File: src/rtl/mult_div_unit_pkg.sv
// Shared types for the multiply/divide unit: operation codes, FSM states and
// the default datapath width.
package mult_div_unit_pkg;

    localparam int MD_WIDTH = 32;

    typedef enum logic [2:0] {
        MD_MULT  = 3'd0,
        MD_MULTU = 3'd1,
        MD_DIV   = 3'd2,
        MD_DIVU  = 3'd3,
        MD_MTHI  = 3'd4,
        MD_MTLO  = 3'd5
    } md_op_t;

    typedef enum logic [1:0] {
        IDLE = 2'd0,
        CALC = 2'd1,
        FIX  = 2'd2
    } md_state_t;

endpackage

File: src/rtl/mult_div_unit_md_datapath.sv
// Iterative magnitude datapath: shift-add multiply and restoring divide sharing
// one 2*WIDTH accumulator (upper = partial product / remainder).
module md_datapath #(
    parameter int WIDTH = 32
) (
    input  logic                 clk,
    input  logic                 rst_n,
    input  logic                 load,
    input  logic                 step,
    input  logic                 is_div,
    input  logic [WIDTH:0]       a_mag,
    input  logic [WIDTH:0]       b_mag,
    output logic [2*WIDTH-1:0]   acc
);

    logic [2*WIDTH-1:0] acc_q;
    logic [WIDTH:0]     opnd_q;
    logic               div_q;
    logic [WIDTH:0]     sum;
    logic [WIDTH:0]     rem_sh;
    logic [WIDTH:0]     diff;
    logic [2*WIDTH-1:0] acc_next;

    // Operands are magnitudes, so their top bit is zero except in the divide
    // compare; a borrow out of the subtract (diff msb) means rem_sh < divisor.
    always_comb begin
        sum      = {1'b0, acc_q[2*WIDTH-1:WIDTH]} + (acc_q[0] ? opnd_q : '0);
        rem_sh   = {acc_q[2*WIDTH-1:WIDTH], acc_q[WIDTH-1]};
        diff     = rem_sh - opnd_q;
        acc_next = acc_q;
        if (div_q) begin
            if (!diff[WIDTH])
                acc_next = {diff[WIDTH-1:0], acc_q[WIDTH-2:0], 1'b1};
            else
                acc_next = {rem_sh[WIDTH-1:0], acc_q[WIDTH-2:0], 1'b0};
        end else begin
            acc_next = {sum, acc_q[WIDTH-1:1]};
        end
    end

    always_ff @(posedge clk or negedge rst_n) begin
        if (!rst_n) begin
            acc_q  <= '0;
            opnd_q <= '0;
            div_q  <= 1'b0;
        end else if (load) begin
            acc_q  <= {{WIDTH{1'b0}}, (is_div ? a_mag[WIDTH-1:0] : b_mag[WIDTH-1:0])};
            opnd_q <= is_div ? b_mag : a_mag;
            div_q  <= is_div;
        end else if (step) begin
            acc_q  <= acc_next;
        end
    end

    assign acc = acc_q;

endmodule

File: src/rtl/mult_div_unit.sv
// Multi-cycle multiply/divide unit owning HI/LO: IDLE -> CALC (WIDTH steps)
// -> FIX (sign correction and HI/LO write), with MTHI/MTLO and flush.
module mult_div_unit
    import mult_div_unit_pkg::*;
#(
    parameter int WIDTH = MD_WIDTH
) (
    input  logic             clk,
    input  logic             rst_n,
    input  logic             start,
    input  logic [2:0]       op,
    input  logic [WIDTH-1:0] reg_a,
    input  logic [WIDTH-1:0] reg_b,
    input  logic             flush,
    output logic [WIDTH-1:0] hi,
    output logic [WIDTH-1:0] lo,
    output logic             busy,
    output logic             done
);

    localparam int CW = $clog2(WIDTH + 1);

    md_state_t          state_q, state_d;
    md_op_t             op_in, op_q;
    logic [CW-1:0]      cnt_q;
    logic               neg_a_q, neg_b_q, b_zero_q;
    logic [WIDTH-1:0]   a_raw_q;
    logic               load, step, fix_wr, mt_hi, mt_lo;
    logic               op_signed, op_div;
    logic [WIDTH:0]     a_ext, b_ext, a_abs, b_abs;
    logic [2*WIDTH-1:0] acc, prod;
    logic [WIDTH-1:0]   quo, rem, res_hi, res_lo;

    assign op_in     = md_op_t'(op);
    assign op_signed = (op_in == MD_MULT) || (op_in == MD_DIV);
    assign op_div    = (op_in == MD_DIV)  || (op_in == MD_DIVU);
    assign a_ext     = {op_signed & reg_a[WIDTH-1], reg_a};
    assign b_ext     = {op_signed & reg_b[WIDTH-1], reg_b};
    assign a_abs     = a_ext[WIDTH] ? -a_ext : a_ext;
    assign b_abs     = b_ext[WIDTH] ? -b_ext : b_ext;

    md_datapath #(.WIDTH(WIDTH)) u_datapath (
        .clk    (clk),
        .rst_n  (rst_n),
        .load   (load),
        .step   (step),
        .is_div (op_div),
        .a_mag  (a_abs),
        .b_mag  (b_abs),
        .acc    (acc)
    );

    always_ff @(posedge clk or negedge rst_n) begin
        if (!rst_n) state_q <= IDLE;
        else        state_q <= state_d;
    end

    always_comb begin
        state_d = state_q;
        load    = 1'b0;
        step    = 1'b0;
        fix_wr  = 1'b0;
        mt_hi   = 1'b0;
        mt_lo   = 1'b0;
        case (state_q)
            IDLE: begin
                if (start) begin
                    case (op_in)
                        MD_MULT, MD_MULTU, MD_DIV, MD_DIVU: begin
                            load    = 1'b1;
                            state_d = CALC;
                        end
                        MD_MTHI: mt_hi = 1'b1;
                        MD_MTLO: mt_lo = 1'b1;
                        default: ;
                    endcase
                end
            end
            CALC: begin
                step = 1'b1;
                if (cnt_q == CW'(WIDTH - 1)) state_d = FIX;
            end
            FIX: begin
                fix_wr  = 1'b1;
                state_d = IDLE;
            end
            default: state_d = IDLE;
        endcase
        if (flush && state_q != IDLE) begin
            state_d = IDLE;
            step    = 1'b0;
            fix_wr  = 1'b0;
        end
    end

    always_comb begin
        prod   = (neg_a_q ^ neg_b_q) ? -acc : acc;
        quo    = (neg_a_q ^ neg_b_q) ? -acc[WIDTH-1:0] : acc[WIDTH-1:0];
        rem    = neg_a_q ? -acc[2*WIDTH-1:WIDTH] : acc[2*WIDTH-1:WIDTH];
        res_hi = prod[2*WIDTH-1:WIDTH];
        res_lo = prod[WIDTH-1:0];
        if (op_q == MD_DIV || op_q == MD_DIVU) begin
            res_hi = b_zero_q ? a_raw_q : rem;
            res_lo = b_zero_q ? '1 : quo;
        end
    end

    always_ff @(posedge clk or negedge rst_n) begin
        if (!rst_n) begin
            op_q     <= MD_MULT;
            cnt_q    <= '0;
            neg_a_q  <= 1'b0;
            neg_b_q  <= 1'b0;
            b_zero_q <= 1'b0;
            a_raw_q  <= '0;
            hi       <= '0;
            lo       <= '0;
            done     <= 1'b0;
        end else begin
            done <= fix_wr;
            if (load) begin
                op_q     <= op_in;
                cnt_q    <= '0;
                neg_a_q  <= a_ext[WIDTH];
                neg_b_q  <= b_ext[WIDTH];
                b_zero_q <= (reg_b == '0);
                a_raw_q  <= reg_a;
            end else if (step) begin
                cnt_q <= cnt_q + 1'b1;
            end
            if (mt_hi) hi <= reg_a;
            if (mt_lo) lo <= reg_a;
            if (fix_wr) begin
                hi <= res_hi;
                lo <= res_lo;
            end
        end
    end

    assign busy = (state_q != IDLE);

endmodule

File: config.mk
export PLATFORM = sky130hd
export DESIGN_NAME = mult_div_unit
export DESIGN_NICKNAME = d
export VERILOG_FILES = /design/src/rtl/mult_div_unit_pkg.sv /design/src/rtl/mult_div_unit_md_datapath.sv /design/src/rtl/mult_div_unit.sv
export SDC_FILE = /design/constraint.sdc
export NUM_CORES = 1
export LEC_CHECK = 0
export BUFFER_PORTS_ARGS = -buffer_cell sky130_fd_sc_hd__buf_2
export CAP_MARGIN = 20
export CORE_MARGIN = 2
export CORE_UTILIZATION = 45
export DETAILED_ROUTE_END_ITERATION = 7
export PLACE_DENSITY = 0.68
export SYNTH_ARGS = -nofsm -noshare
export SYNTH_HDL_FRONTEND = slang
export SYNTH_HIERARCHICAL = 1
export SYNTH_SLANG_ARGS = --single-unit
File: constraint.sdc
create_clock -name clk -period 4.1 [get_ports clk]
set_input_delay 1.025 -clock clk [delete_from_list [all_inputs] [get_ports clk]]
set_output_delay 1.025 -clock clk [all_outputs]
set_load 0.1 [all_outputs]
# After elaboration in Yosys (flattened, before gate mapping)

Index checks and enable logic that the tools add are counted.

Bits in latches: 0
Memory bits (writable): 0
Output and inout bits: 66
Register bits after elaboration: 209
Memories: 0
Input bits: 71
Bits in read-only memories: 0

Multiply operators: 0
$lt $le $gt $ge: 0
Eq/ne operators: 13
Multiplexer cells: 40
Shifts and indexed selects: 0
Add/subtract/negate cells: 8
Div/mod/pow operators: 0
Reduce and logical (&&, ||, !) cells: 13
Bitwise logic cells: 3

Operators by type and width:

| cell                                                            | count |
|---|---|
| 32-bit two-way mux                                              | 11 |
| 64-bit two-way mux                                              | 5 |
| 33-bit two-way mux                                              | 4 |
| 33-bit negator                                                  | 2 |
| 32-bit negator                                                  | 2 |
| 64-bit negator                                                  | 1 |
| 32-bit by 33-bit adder with 33-bit output                       | 1 |
| 33-bit subtractor                                               | 1 |
| 32-bit logical NOT                                              | 1 |
| 1-bit two-way mux                                               | 13 |
| 3-bit by 2-bit == test with 1-bit output, second input constant | 4 |
| 6-bit two-way mux                                               | 2 |
| 2-bit two-way mux                                               | 4 |
| 2-bit nonzero test                                              | 4 |
| 6-bit by 1-bit adder with 6-bit output, second input constant   | 1 |
| 3-bit == test, second input constant                            | 2 |
| 6-bit by 5-bit == test with 1-bit output, second input constant | 1 |
| 3-bit != test, second input constant                            | 2 |
| 2-bit case mux with 2 select lines                              | 1 |
| 4-bit OR reduction                                              | 1 |
| 3-bit by 1-bit == test with 1-bit output, second input constant | 1 |
| 3-bit logical NOT                                               | 1 |
| 1-bit logical OR                                                | 3 |
| 3-bit by 2-bit != test with 1-bit output, second input constant | 1 |
| 7 further kinds                                                 | 8 |

# Longest topological paths before layout

Depth after elaboration: 7
Mapped depth: 15
Mapped depth without buffers: 14

# Cells and area by module

The synthesis kept the hierarchy.

By module, submodules not included:

| module        | sequential area each (um^2) | instances | cells each | area an instance (um^2) |
|---|---|---|---|---|
| mult_div_unit | 2752.6                      | 1         | 1171       | 8899.8 |
| md_datapath   | 2452.4                      | 1         | 1057       | 8887.3 |

# Worst setup path after synthesis

No wires, ideal clock.

Path type: input-to-reg
From: input start
To: register u_datapath.acc_q[1] (netlist: u_datapath/acc[1])
Slack: 0.762 ns
Required time: 3.963 ns
Buffers on the path: 5
Arrival time: 3.201 ns
Cell stages on the path: 9
Cell sequence: or3b_1 or2_2 clkbuf_1 inv_1 clkbuf_1 clkbuf_1 clkbuf_1 buf_1 a21oi_1

Longest elaborated chain between the ends: 3
Elaborated cells on any way between the ends: 4

Ends and longest elaborated chain:

| item                                                     | line                            | source |
|---|---|---|
| start: declaration                                       | mult_div_unit.sv:10             | `input logic start,` |
| 1-bit two-way mux *                                      | mult_div_unit.sv:67             | `if (start) begin` |
| 1-bit two-way mux *                                      | mult_div_unit.sv:65             | `case (state_q)` |
| named net load                                           | mult_div_unit.sv:28             | `logic load, step, fix_wr, mt_hi, mt_lo;` |
| 64-bit two-way mux or 2-bit nonzero test (tied branches) | -                               |  |
| end signal: assignment                                   | mult_div_unit_md_datapath.sv:47 | `acc_q <= {{WIDTH{1'b0}}, (is_div ? a_mag[WIDTH-1:0] : b_mag[WIDTH-1:0])};` |
| end signal: assignment                                   | mult_div_unit_md_datapath.sv:51 | `acc_q <= acc_next;` |
| end: declaration                                         | mult_div_unit_md_datapath.sv:16 | `logic [2*WIDTH-1:0] acc_q;` |

Mark *: on every way through the listed nets, which the timed path passes. The rest lies on a longest branch.
A chain may end at the register's enable or synchronous reset.

# Final worst setup path

From: register u_datapath.acc_q[0] (netlist: u_datapath/acc[0])
To: register u_datapath.acc_q[63] (netlist: u_datapath/acc[63])

Longest elaborated chain between the ends: 5

Ends and longest elaborated chain:

| item                                      | line                            | source |
|---|---|---|
| 33-bit two-way mux                        | mult_div_unit_md_datapath.sv:27 | `sum = {1'b0, acc_q[2*WIDTH-1:WIDTH]} + (acc_q[0] ? opnd_q : '0);` |
| 32-bit by 33-bit adder with 33-bit output | mult_div_unit_md_datapath.sv:27 |  |
| 64-bit two-way mux                        | mult_div_unit_md_datapath.sv:31 | `if (div_q) begin` |
| 64-bit two-way mux                        | mult_div_unit_md_datapath.sv:50 | `end else if (step) begin` |
| 64-bit two-way mux                        | mult_div_unit_md_datapath.sv:46 | `end else if (load) begin` |

Every way passes these cells. The select of a mux whose other input is x is not followed.

==> results.txt <==
Crit path largest cell delay - 660 ps
Top cell by count, worst path - o211ai_1
Final Cycle Share - 91.7%
Hold buffer count at cts - 0
Compound-Gate Fraction of Synth Area - 23.1%
Post-synthesis simple-gate area fraction - 21.4%
Yosys reg bits - 208
Leak Pwr - 9.01 nW
ANT cells - 0
Clk root buf - clkbuf_16
Synth Instances - 2228
Total Wirelength - 69500 um
Cell variety after synth - 82
Final Setup Violations - 0
Worst-path clk slew - 70 ps
H-tree Lvls - 1
Vias after detailed routing - 18200
Ports - 137
Initial antenna violation count - 1
Register area - 5210 um^2
Syn Area/Cell - 7.98 um^2
Final core utilization - 52.0%
Remaining Overflow, GRT - 0
Crit path buffers/inverters - 1
HP Class - input pin to async pin
Initial Utilization - 45.8%
Vias per Instance - 6.35
Post-Syn Area - 17800 um^2
FFs w/ async S/R, synth - 100%
Crit-path cells - and2_1 > ha_1 > inv_1 > fa_1 > nand2b_1 > a21oi_1 > o21ai_1 > o211ai_1 > o21ba_2 > o21ai_0 > o211ai_1 > a31oi_1 > xnor2_1 > o221ai_1
Slowest-stage cell, CP - dfrtp_1
Die H - 203 um
CTS tree - done
Total GRT Usage - 33.3%
Vias in the first global route - 17400
Post-CTS Setup Inserts - 0
Worst IR Drop VDD - 0.000377 V
Drt pass-1 iters - 6
Layout area overhead - 13.5%
Hpwl dp - 52300 um
Full die area - 41100 um^2
Routed wire per std cell - 24.2 um
Placer congestion estimate - 1.02
Startpoint types - flip-flop
Ys Warns - 6
Final WS setup - 340 ps
# fillers - 3735
Clk_lat worst skew - 570 ps
Critical path peak fanout - 17
Area of the multi-input gates - 11800 um^2
Final ANT Viol Nets - 0
DRC - 0
Hold Violations, Final - 0
Tmin final - 3760 ps
Mux share of post-synthesis cell area - 7.62%
Hold WS - 453 ps
Slew Limit Fails - 0
Synth Area in Adders - 5.08%
CTS Buf Count - 27
Slew headroom - 42.3%
Layout cells sized above 1 - 13.1%
Port Buffers - 136
Worst-margin pin slew - 863 ps
Pwr per Cell Area - 701 nW/um^2
Initial DRC count - 1936
Core Area - 38800 um^2
First-pass GRT wire length - 106000 um
Clk sink count - 208
Setup WS pre-CTS - 423 ps
EDFF count, synth - 0
Worst EP arrival - 4180 ps
Seq/Total Area, Yosys - 29.3%
Worst path top cell family by delay - compound AO/OA/AOI/OAI gates
RSZ-0062 raised after global routing - no
Top FF cell, synth - dfrtp_1
Nets@finish - 2471
XOR/XNOR Fraction of Synth Area - 8.81%
Post-Route Setup TNS - 0 ps
Die width - 203 um
Worst Path Required - 4520 ps
Rows - 72
CP Class - flip-flop to flip-flop
Worst setup EP type - flip-flop
Largest net degree at the start of global routing - 159
Status - completed
Largest family of logic cells by synthesized area - compound AO/OA/AOI/OAI gates
Post-CTS Resized - 0
Maximum clock insertion buffer count - 3
Fmax - 266 MHz
Max_cap viols - 0
Worst Skew - 22.3 ps
-- through the flow --
stage	cell area, um^2	instances	total power [mW]
detailed placement	19300	2818	11.4
global placement	19200	2817	11.3
floorplan	17800	2229	9.05
CTS	20200	2867	14.0
global route	20200	2867	14.9
finish	20200	2867	14.2
-- cell usage after synthesis (all sizes together) (6+ instances only) --
cell	n	share of area, %
o221ai	11	0.54
nor4	26	1.1
o41ai	17	0.92
a21o	32	1.4
o21ai	129	3.7
inv	69	1.5
ha	69	4.9
a211oi	48	2.0
mux2i	132	7.4
and3	10	0.35
nand3	43	1.2
dfrtp	208	29
o31ai	23	0.97
xnor2	100	5.0
o22ai	7	0.25
o211ai	22	0.93
o21a	12	0.51
and4	8	0.39
nand4	19	0.67
o21bai	10	0.42
buf	27	0.75
nor2b	16	0.56
nor3b	7	0.30
a221oi	10	0.49
nand2b	21	0.74
and2	45	1.6
or2	11	0.39
clkbuf	117	2.5
or4	22	1.0
nor3	37	1.1
a21oi	192	5.4
a22oi	12	0.51
o32ai	6	0.30
xor2	78	3.8
or3	24	0.84
nand2	308	6.5
nor2	170	3.6
a31oi	31	1.1
a32oi	38	1.9
a211o	6	0.30
-- where the power goes --
group          leakage [nW]  switching (mW)  internal, mW
Clock                 0.457            1.00          1.54
Sequential             2.56           0.753          2.57
Combinational          5.99            5.44          2.85
-- placed cells by master, fill, tap and decap left out, drive strengths merged, types with 31 or more instances in the layout --
cell    count
a211oi     48
nand2     308
and2       45
nand3      43
buf       215
ha         69
dfrtp     208
o21ai     129
clkbuf     32
nor2      170
mux2i     132
a32oi      38
a31oi      31
xor2       78
inv        72
a21oi     192
a21o       32
xnor2     100
nor3       37
-- registers in the layout (all words and copies together) (netlist names) --
name and flops:
lo 32, hi 32, b_zero_q 1, state_q 2, neg_a_q 1, cnt_q 6
u_datapath/acc 64, neg_b_q 1, op_q 2, u_datapath/opnd_q 33, u_datapath/div_q 1, a_raw_q 32
done 1
-- metal layers --
metal	GRT usage (%)	share of wire [%]	vias up
li1	-	-	8263
met1	46.3	42	8771
met2	50.5	43	971
met3	5.09	9.2	206
met4	16.2	5.6	0
met5	0	0	-
-- path summary, 6_finish.rpt --
path | startpoint | endpoint | slack, ps | depth (start not counted)
min | rst_n | a_raw_q[29] | 450 | 1
min reg2reg | a_raw_q[7] | a_raw_q[7] | 470 | 2
max | u_datapath/acc[0] | u_datapath/acc[63] | 340 | 14
max reg2reg | u_datapath/acc[0] | u_datapath/acc[63] | 340 | 14
max in group asynchronous | rst_n | lo[9] | 2680 | 2
min in group clk | a_raw_q[7] | a_raw_q[7] | 470 | 2
-- area by class of cell --
class | instances | share of cell area [%]
clock buffers | 32 | 3.49
clock inverters | 17 | 1.12
inverters | 69 | 1.30
multi-input cells | 1808 | 58.5
flip-flops and latches | 208 | 25.8
well taps | 518 | 3.21
repair buffers | 215 | 6.62
-- kinds of logic (layout without fill, tap and decap cells) --
family / Yosys count / after routing
XOR/XNOR: 178 / 178
AO/OA/AOI/OAI: 637 / 637
multiplexers: 135 / 135
other: 1 / 2
adder cells (fa/ha/maj): 71 / 71
AND/OR/NAND/NOR: 785 / 785
buffers and inverters: 213 / 333
flip-flops: 208 / 208
No activity file was read; power rests on OpenSTA's default activity.
